$ cat src/rtl/inst_mem_loader_pkg.sv
`default_nettype none
// +--------------------------------------------------------------------------+
// | Package     : inst_loader_pkg                                            |
// | Description : Shared types and constants for the instruction-memory      |
// |               loader: FSM state encoding, memory geometry and the        |
// |               length-byte validity check.                                |
// | Revision    : 1.0  initial release                                       |
// +--------------------------------------------------------------------------+
package inst_loader_pkg;

  localparam int INST_ADDR_W = 6;
  localparam int INST_DEPTH  = 64;

  typedef enum logic [2:0] {
    IDLE  = 3'd0,
    LEN   = 3'd1,
    DATA  = 3'd2,
    WRITE = 3'd3,
    DONE  = 3'd4
  } state_e;

  // A word count is usable when it is non-zero and fits in the memory.
  // The count is treated as an 8-bit unsigned value.
  function automatic logic len_ok(input logic [7:0] n, input int depth);
    return (n != 8'd0) && (32'(n) <= 32'(depth));
  endfunction

endpackage
`default_nettype wire

$ cat src/rtl/inst_mem_loader_if.sv
`default_nettype none
// +--------------------------------------------------------------------------+
// | Interface   : inst_mem_loader_if                                         |
// | Description : Byte-stream handshake (valid/ready) into the loader and    |
// |               the synchronous instruction-memory write port out of it.   |
// |   byte_valid / byte_data : stream source -> loader                       |
// |   byte_ready             : loader -> stream source                       |
// |   wr_en/wr_addr/wr_data  : loader -> instruction memory                  |
// |   modport slave  : loader view                                           |
// |   modport master : source / memory view                                  |
// | Revision    : 1.0  initial release                                       |
// +--------------------------------------------------------------------------+
interface inst_mem_loader_if
  import inst_loader_pkg::*;
#(
  parameter int ADDR_W = INST_ADDR_W
);

  logic              byte_valid;
  logic [7:0]        byte_data;
  logic              byte_ready;
  logic              wr_en;
  logic [ADDR_W-1:0] wr_addr;
  logic [31:0]       wr_data;

  modport master (
    output byte_valid, byte_data,
    input  byte_ready, wr_en, wr_addr, wr_data
  );

  modport slave (
    input  byte_valid, byte_data,
    output byte_ready, wr_en, wr_addr, wr_data
  );

endinterface
`default_nettype wire

$ cat src/rtl/inst_mem_loader_packer.sv
`default_nettype none
// +--------------------------------------------------------------------------+
// | Module      : inst_word_packer                                           |
// | Description : Assembles four stream bytes into a 32-bit little-endian    |
// |               word. Byte number byte_cnt lands in bits                   |
// |               [8*byte_cnt +: 8]; byte_cnt wraps 3 -> 0.                  |
// |   clk, rst  : clock, asynchronous active-high reset                      |
// |   clear     : zero the buffer and byte counter                           |
// |   shift_en  : accept byte_in at the current byte position                |
// |   byte_in   : incoming stream byte                                       |
// |   word      : buffer contents including the byte accepted this cycle     |
// |   last_byte : current position is byte 3 (a shift completes a word)      |
// | Revision    : 1.0  initial release                                       |
// +--------------------------------------------------------------------------+
module inst_word_packer (
  input  logic        clk,
  input  logic        rst,
  input  logic        clear,
  input  logic        shift_en,
  input  logic [7:0]  byte_in,
  output logic [31:0] word,
  output logic        last_byte
);

  logic [1:0]  byte_cnt_q, byte_cnt_d;
  logic [31:0] buf_q, buf_d;

  always_comb begin
    byte_cnt_d = byte_cnt_q;
    buf_d      = buf_q;
    if (clear) begin
      byte_cnt_d = 2'd0;
      buf_d      = 32'd0;
    end else if (shift_en) begin
      buf_d[{byte_cnt_q, 3'b000} +: 8] = byte_in;
      byte_cnt_d = byte_cnt_q + 2'd1;
    end
  end

  always_ff @(posedge clk or posedge rst) begin
    if (rst) begin
      byte_cnt_q <= 2'd0;
      buf_q      <= 32'd0;
    end else begin
      byte_cnt_q <= byte_cnt_d;
      buf_q      <= buf_d;
    end
  end

  // Exposing the next buffer value lets the caller capture the completed
  // word on the same edge that accepts its fourth byte.
  assign word      = buf_d;
  assign last_byte = (byte_cnt_q == 2'd3);

endmodule
`default_nettype wire

$ cat src/rtl/inst_mem_loader.sv
`default_nettype none
// +--------------------------------------------------------------------------+
// | Module      : inst_mem_loader                                            |
// | Description : Loads a program into instruction memory from a byte        |
// |               stream. Byte 0 is the word count N (1..DEPTH), followed    |
// |               by 4*N bytes, LSB first. Words go to addresses 0..N-1.     |
// |               The CPU is held in reset for the whole session.            |
// |   clk, rst  : clock, asynchronous active-high reset                      |
// |   start     : begin a session (sampled in IDLE only)                     |
// |   bus       : byte handshake in, memory write port out                   |
// |   cpu_hold  : hold CPU in reset while busy                               |
// |   busy      : session in progress                                        |
// |   done      : one-cycle pulse after the last word is written             |
// |   err       : sticky bad-length flag, cleared by the next start          |
// | Revision    : 1.0  initial release                                       |
// +--------------------------------------------------------------------------+
module inst_mem_loader
  import inst_loader_pkg::*;
#(
  parameter int ADDR_W = INST_ADDR_W
) (
  input  logic               clk,
  input  logic               rst,
  input  logic               start,
  inst_mem_loader_if.slave   bus,
  output logic               cpu_hold,
  output logic               busy,
  output logic               done,
  output logic               err
);

  localparam int DEPTH = 2 ** ADDR_W;

  state_e            state_q, state_d;
  logic [7:0]        n_q, n_d;
  // One extra bit so a full-depth load counts up to DEPTH without wrapping.
  logic [ADDR_W:0]   word_cnt_q, word_cnt_d;
  logic              err_q, err_d;
  logic [ADDR_W-1:0] wr_addr_q, wr_addr_d;
  logic [31:0]       wr_data_q, wr_data_d;

  logic              byte_ready;
  logic              xfer;
  logic              pk_clear;
  logic              pk_shift;
  logic [31:0]       pk_word;
  logic              pk_last;

  // Ready depends only on registered state, never on byte_valid.
  assign byte_ready = (state_q == LEN) || (state_q == DATA);
  assign xfer       = bus.byte_valid && byte_ready;

  inst_word_packer u_packer (
    .clk       (clk),
    .rst       (rst),
    .clear     (pk_clear),
    .shift_en  (pk_shift),
    .byte_in   (bus.byte_data),
    .word      (pk_word),
    .last_byte (pk_last)
  );

  always_comb begin
    state_d    = state_q;
    n_d        = n_q;
    word_cnt_d = word_cnt_q;
    err_d      = err_q;
    wr_addr_d  = wr_addr_q;
    wr_data_d  = wr_data_q;
    pk_clear   = 1'b0;
    pk_shift   = 1'b0;

    case (state_q)
      IDLE: begin
        if (start) begin
          state_d    = LEN;
          err_d      = 1'b0;
          word_cnt_d = '0;
          pk_clear   = 1'b1;
        end
      end

      LEN: begin
        if (xfer) begin
          n_d = bus.byte_data;
          if (len_ok(bus.byte_data, DEPTH)) begin
            state_d = DATA;
          end else begin
            state_d = IDLE;
            err_d   = 1'b1;
          end
        end
      end

      DATA: begin
        if (xfer) begin
          pk_shift = 1'b1;
          if (pk_last) begin
            // Write-port registers load here so they are valid, and then
            // held, from the WRITE cycle onward.
            state_d   = WRITE;
            wr_addr_d = word_cnt_q[ADDR_W-1:0];
            wr_data_d = pk_word;
          end
        end
      end

      WRITE: begin
        word_cnt_d = word_cnt_q + (ADDR_W+1)'(1);
        if ((32'(word_cnt_q) + 32'd1) == 32'(n_q)) begin
          state_d = DONE;
        end else begin
          state_d = DATA;
        end
      end

      DONE: begin
        state_d = IDLE;
      end

      default: begin
        state_d = IDLE;
      end
    endcase
  end

  always_ff @(posedge clk or posedge rst) begin
    if (rst) begin
      state_q    <= IDLE;
      n_q        <= 8'd0;
      word_cnt_q <= '0;
      err_q      <= 1'b0;
      wr_addr_q  <= '0;
      wr_data_q  <= 32'd0;
    end else begin
      state_q    <= state_d;
      n_q        <= n_d;
      word_cnt_q <= word_cnt_d;
      err_q      <= err_d;
      wr_addr_q  <= wr_addr_d;
      wr_data_q  <= wr_data_d;
    end
  end

  assign bus.byte_ready = byte_ready;
  assign bus.wr_en      = (state_q == WRITE);
  assign bus.wr_addr    = wr_addr_q;
  assign bus.wr_data    = wr_data_q;
  assign busy           = (state_q != IDLE);
  assign cpu_hold       = busy;
  assign done           = (state_q == DONE);
  assign err            = err_q;

endmodule
`default_nettype wire

$ cat src/flat_wrapper.sv
// flat-port wrapper written by rule: the top's interface ports become plain ports
module inst_mem_loader_flat import inst_loader_pkg::*;
#(
  parameter int ADDR_W = INST_ADDR_W
)
  (clk, rst, start, cpu_hold, busy, done, err, bus_byte_valid, bus_byte_data, bus_byte_ready, bus_wr_en, bus_wr_addr, bus_wr_data);
  inst_mem_loader_if #(.ADDR_W(ADDR_W)) bus_i ();
  input  logic clk;
  input  logic rst;
  input  logic start;
  output logic cpu_hold;
  output logic busy;
  output logic done;
  output logic err;
  input wire logic [$bits(bus_i.byte_valid)-1:0] bus_byte_valid;
  input wire logic [$bits(bus_i.byte_data)-1:0] bus_byte_data;
  output wire logic [$bits(bus_i.byte_ready)-1:0] bus_byte_ready;
  output wire logic [$bits(bus_i.wr_en)-1:0] bus_wr_en;
  output wire logic [$bits(bus_i.wr_addr)-1:0] bus_wr_addr;
  output wire logic [$bits(bus_i.wr_data)-1:0] bus_wr_data;
  assign bus_i.byte_valid = bus_byte_valid;
  assign bus_i.byte_data = bus_byte_data;
  assign bus_byte_ready = bus_i.byte_ready;
  assign bus_wr_en = bus_i.wr_en;
  assign bus_wr_addr = bus_i.wr_addr;
  assign bus_wr_data = bus_i.wr_data;
  inst_mem_loader #(.ADDR_W(ADDR_W)) u_core (.clk(clk), .rst(rst), .start(start), .bus(bus_i), .cpu_hold(cpu_hold), .busy(busy), .done(done), .err(err));
endmodule
$ cat config.mk
export PLATFORM = sky130hd
export DESIGN_NAME = inst_mem_loader_flat
export DESIGN_NICKNAME = d
export VERILOG_FILES = /design/src/rtl/inst_mem_loader_pkg.sv /design/src/rtl/inst_mem_loader_if.sv /design/src/rtl/inst_mem_loader_packer.sv /design/src/rtl/inst_mem_loader.sv /design/src/flat_wrapper.sv
export SDC_FILE = /design/constraint.sdc
export NUM_CORES = 1
export LEC_CHECK = 0
export ABC_AREA = 1
export CORE_MARGIN = 2
export CORE_UTILIZATION = 32
export CTS_BUF_LIST = sky130_fd_sc_hd__clkbuf_2 sky130_fd_sc_hd__clkbuf_4 sky130_fd_sc_hd__clkbuf_8
export CTS_CLUSTER_DIAMETER = 40
export DETAILED_ROUTE_END_ITERATION = 8
export PLACE_DENSITY = 0.5
export REMOVE_ABC_BUFFERS = 1
export SLEW_MARGIN = 10
export SYNTH_ARGS = -nofsm -noshare
export SYNTH_HDL_FRONTEND = slang
export SYNTH_SLANG_ARGS = --single-unit
export TNS_END_PERCENT = 10
$ cat constraint.sdc
create_clock -name clk -period 6.12 [get_ports clk]
set_clock_uncertainty 0.2 [all_clocks]
set_input_delay 1.224 -clock clk [delete_from_list [all_inputs] [get_ports clk]]
set_output_delay 1.224 -clock clk [all_outputs]
set_load 0.01 [all_outputs]
Yosys cells after proc, flatten, opt, wreduce, memory -nomap -nowiden
Cells that the tools add are included.
{"block": "totals", "out_inout_bits": 44, "regBits": 91}
{"block": "classes", "n_mux": 22, "shift": 2, "order_cmp": 1, "addsub": 4, "eq_ne": 11, "n_reduce_logical": 14}
{"cell": "$mux 32", "count": 2}
{"cell": "$bwmux 32", "count": 1}
{"cell": "$eq 32x8->1", "count": 1}
{"cell": "$shift 8x7->32 const A", "count": 1}
{"cell": "$shiftx 8x7->32", "count": 1}
{"cell": "$mux 3", "count": 5}
{"cell": "$pmux 7 s2", "count": 1}
{"cell": "$pmux 3 s4", "count": 1}
{"cell": "$add 7x1->8 const B", "count": 1}
{"cell": "$le 8x7->1 const B", "count": 1}
{"cell": "$reduce_and 4->1", "count": 2}
{"cell": "$reduce_bool 8->1", "count": 1}
{"cell": "$add 7x1->7 const B", "count": 1}
{"cell": "$mux 1", "count": 7}
{"cell": "$mux 7", "count": 1}
{"cell": "$neg 5->7", "count": 1}
{"cell": "$eq 3x2->1 const B", "count": 2}
{"cell": "$mux 2", "count": 3}
{"cell": "$ne 2x1->1 const B", "count": 3}
{"cell": "$reduce_bool 2->1", "count": 3}
{"cell": "$ne 2x2->1 const B", "count": 2}
{"cell": "$reduce_and 2->1", "count": 2}
{"cell": "$eq 3x1->1 const B", "count": 1}
{"cell": "$eq 3x3->1 const B", "count": 1}
{"cell": "other kinds (8)", "count": 9}

Logic depth before layout (Yosys ltp)
{"block": "depth", "depth_word": 7, "ltp_mapped": 14, "mapped_depth_nobuf": 14}

By module
From an unflattened synthesis, not the netlist that was laid out.
{"block": "hier_totals", "cells_unflattened": 469, "area_unflattened_um2": 4505.6}
{"mod": "inst_mem_loader", "area_per_inst_um2": 2660.1, "n_inst": 1, "cells_per_inst": 255}
{"mod": "inst_word_packer", "area_per_inst_um2": 1845.5, "n_inst": 1, "cells_per_inst": 214}

Worst setup path after synthesis
Ideal clock, no wire load.
{"block": "synth_timing", "path_type": "register to output", "start": "reg u_core.state_q[2]", "end": "out bus_byte_ready", "stages_incl_launch_ff": 5, "path_buffers": 1, "arrival_ns": 0.970, "path_slack_ns": 3.726, "cell_sequence": "dfrtp_1 > nor2_4 > nand2_4 > clkbuf_1 > nand2_1"}
{"block": "synth_via", "elab_chain_cells": 2, "word_cells_on_any_way": 3}
{"element": "start, declared", "line": "inst_mem_loader.sv:34", "rtl": "state_e state_q, state_d;"}
{"element": "start signal, assigned", "line": "inst_mem_loader.sv:136", "rtl": "state_q <= state_d;"}
{"element": "$eq 3x1->1 or $eq 3x2->1 (tied branches)", "line": "inst_mem_loader.sv:50", "rtl": "assign byte_ready = (state_q == LEN) || (state_q == DATA);"}
{"element": "$logic_or 1x1->1 (*)", "line": "inst_mem_loader.sv:50"}
{"element": "end, declared", "line": "flat_wrapper.sv:17", "rtl": "output wire logic [$bits(bus_i.byte_ready)-1:0] bus_byte_ready;"}
Every way passes the cells marked *; elsewhere a longest branch is shown, timed or not.

Worst setup path after layout
{"block": "layout_timing", "start": "reg u_core.state_q[1]", "end": "out bus_wr_en"}
{"block": "layout_via", "elab_chain_cells": 1}
{"element": "$eq 3x2->1", "line": "inst_mem_loader.sv:146", "rtl": "assign bus.wr_en = (state_q == WRITE);"}
{"element": "end, declared", "line": "flat_wrapper.sv:18", "rtl": "output wire logic [$bits(bus_i.wr_en)-1:0] bus_wr_en;"}
No other way between the ends.

==> impl_metrics.yaml <==
sta:
  fin_crit_ps: 3440
  worst_slew_margin_rel: 0.248
  final.period_utilization: 0.563
  final-hold-violation-count: 0
  worstMarginPinSlew_ps: 1120
  setup_total_negative_slack_ps: 0
  finalSetupViolations: 0
  achievable-frequency_ghz: 0.290
  rsz0062_at_grt: "no"
  final-max-slew-violation-count: 0
clock_tree:
  h-tree-depth: 3
  cts-root-to-sink-buffers: 2
  cts.hold.buffers_added: 0
  numClockSinks: 91
  clock_insertion_delay_worst_skew_ps: 370
  cts_tree: "yes"
  root_buffer: "sky130_fd_sc_hd__clkbuf_8"
  cts-buffers-inserted: 9
  cts_repair_resize_count: 0
  path_clk_slew_ps: 90
  number_of_setup_buffers_added_after_cts: 0
min_path:
  hold_path_startpoint: "u_core.bus.wr_addr[5]$_DFFE_PP0P_"
  worstHoldPathType: "flop to flop"
  worstHoldEndpoint: "u_core.bus.wr_addr[5]$_DFFE_PP0P_"
  worstHoldPathCells: 1
place:
  globalplace.congestion: 0.791
  number_of_buffer_cells_added_on_primary_ports: 55
  place.detailed.hpwl_um: 7040
pwr:
  ir_drop_mv: 0.138
  p_leak_nw: 2.60
  pwr_density_cell_nw_per_um2: 434
logic_synthesis:
  synth.avg_cell_area_um2: 9.05
  ys_seq_elements: 91
  ys.warnings.count: 0
  synth_sequential_area_ratio: 0.512
  synthSimpleGateAreaFrac: 0.181
  synth_top_cell_area_share: 0.512
  netlist_instances: 491
  synth_cell_type_count: 28
  synthDominantAreaCellType: "sky130_fd_sc_hd__dfrtp_1"
  netlist_area_um2: 4450
  dominant_combinational_cell_family_by_area_after_synthesis: "compound AO/OA/AOI/OAI gates"
  yosys-top-cells-area: "sky130_fd_sc_hd__dfrtp_1, sky130_fd_sc_hd__nand2_1, sky130_fd_sc_hd__a211oi_2"
  post_synth_fa_ha_maj_area_fraction: 0.0197
  muxShareOfSynthArea: 0.00760
  post_synth_xor_area_fraction: 0.00394
  compound_cell_area_share_of_the_yosys_netlist: 0.188
final_layout:
  num_antenna_cells: 0
  fill_cells: 1405
  seqCellArea_um2: 2280
  fin_util: 0.389
  post_route_cells_drive_above_1_share: 0.119
  multi_input_comb_area_um2: 1780
  area_growth_syn_to_layout_pct: 19.9
  finish.net_count: 560
routing:
  route.vias.total: 3404
  wirelength_um: 10200
  ant_nets: 0
  drcViolationCount: 0
  routed_via_density: 4.69
  drtPass1Iterations: 5
  wl_per_cell_um: 14.1
  drt_first_iter_violations: 204
grt:
  wire_length_of_the_first_global_routing_pass_um: 17600
  grt.overflow.total: 0
  grt_antenna_before_repair: 0
  grt_util_all_layers: 0.152
  grt_max_degree: 60
  first_global_vias: 3522
setup_path:
  worstPathRequired_ps: 4700
  r2r_end: "u_core.bus.wr_data[7]$_DFFE_PP0P_"
  reg2regPathDepth: 7
  critical_path.reg2reg.startpoint: "u_core.state_q[2]$_DFFE_PP0P_"
  critical-path-max-stage-delay_ps: 650
  worst_path_max_delay_cell: "sky130_fd_sc_hd__clkdlybuf4s50_1"
  worst-endpoint-arrival_ps: 2020
  cp_cell_sequence: "inv_1 > nor3_2 > clkdlybuf4s50_1"
  start_kind: "flop"
  timing.setup.critical_path_class: "flop to primary output"
  critical_path.max_fanout: 7
  end_kind: "primary output"
  worst-r2r-setup-slack_ps: 3400
floorplan:
  die_y_um: 122
  area_of_the_core_um2: 13700
  initial_core_util: 0.324
  num_rows: 43
  dieWidth_um: 122
  floorplan.die_area_um2: 14900
  io_pins: 56
flow_run:
  maxCapViolCount: 0
status:
  outcome: "complete, no violations"
Yosys cell counts, drive strengths merged:
library cell    n
a21oi          34
dfrtp          91
nor3            3
nand3b          3
o22ai           4
o211ai          1
a211oi         31
o21a            4
xnor2           1
ha              7
nand4           5
buf            11
nor3b           1
inv            71
nand3          17
mux2            3
o21ai          43
nor2           18
nand2         133
clkbuf          9
xor2            1
power by group:
part | internal, W | total, W | switching (W)
Clock | 0.000191 | 0.000420 | 0.000230
Combinational | 0.000416 | 0.000968 | 0.000552
Sequential | 0.000805 | 0.000926 | 0.000121
cells by family (layout without fill, tap and decap cells):
logic type / Yosys count / after routing
simple gates: 180 / 180
flops: 91 / 91
mux: 3 / 3
fa+ha+maj: 7 / 7
buf+inv: 91 / 146
xor+xnor: 2 / 2
compound gates: 117 / 117
metrics by stage:
stage	hold WS (ps)	total power (W)	cells	cell area, um2	worst slack, ps
detailed placement	286	0.00192	710	5130	2390
global placement	276	0.00191	710	5130	2430
global route	323	0.00251	726	5330	2520
floorplan	255	0.00154	471	4320	2330
CTS	307	0.00235	726	5330	2630
finish	297	0.00231	726	5330	2680
sequential cells by signal, indices dropped and copies added, names as in the netlist:
register and flops:
u_core.bus.wr_addr 6, u_core.bus.wr_data 32, u_core.err 1, u_core.n_q 8, u_core.state_q 3, u_core.u_packer.buf_q 32
u_core.u_packer.byte_cnt_q 2, u_core.word_cnt_q 7
worst max-delay path by stage:
stage / from / slack [ps] / endpoint
2_1_floorplan: rst / 2330 / u_core.bus.wr_addr[0]$_DFFE_PP0P_
3_3_place_gp: start / 2430 / u_core.bus.wr_data[7]$_DFFE_PP0P_
3_5_place_dp: start / 2390 / u_core.bus.wr_data[7]$_DFFE_PP0P_
4_1_cts: u_core.state_q[1]$_DFFE_PP0P_ / 2630 / bus_wr_en
5_1_grt: u_core.state_q[1]$_DFFE_PP0P_ / 2520 / bus_wr_en
6_report: u_core.state_q[1]$_DFFE_PP0P_ / 2680 / bus_wr_en
layout by cell type (no fill, tap or decap), types with 5 or more instances in the layout:
cell type                         netlist  layout
sky130_fd_sc_hd__ha_1                   7       7
sky130_fd_sc_hd__a21oi_1               34      34
sky130_fd_sc_hd__nand2_1              128     128
sky130_fd_sc_hd__nand2_4                5       5
sky130_fd_sc_hd__dfrtp_1               91      91
sky130_fd_sc_hd__nand3_1               17      17
sky130_fd_sc_hd__o21ai_0               43      43
sky130_fd_sc_hd__a211oi_2              31      31
sky130_fd_sc_hd__nand4_1                5       5
sky130_fd_sc_hd__clkdlybuf4s50_1        0      55
sky130_fd_sc_hd__clkbuf_8               0       9
sky130_fd_sc_hd__nor2_1                14      14
sky130_fd_sc_hd__inv_1                 71      70
layer usage:
metal / wire length (um) / share of wire / GRT usage / vias up
met3: 376 / 0.037 / 0.0314 / 15
met4: 172 / 0.017 / 0.0503 / 0
met1: 4820 / 0.47 / 0.196 / 1627
met5: 0 / 0 / 0 / -
met2: 4870 / 0.48 / 0.255 / 66
li1: - / - / - / 1696
final cells by class:
type,count,share of cell area
tap,180,0.0422
sequential,91,0.427
timing repair buffer,59,0.109
clock inverter,7,0.0146
inverter,71,0.0502
clock buffer,9,0.0232
multi-input combinational,309,0.334
worst max-delay path, delay by kind of cell, from the launching register on:
kind / cells / cell delay [ps]
flip-flops: 1 / 430
AND/OR/NAND/NOR: 1 / 470
buffers and inverters: 2 / 750
(Power assumes the default switching activity.)
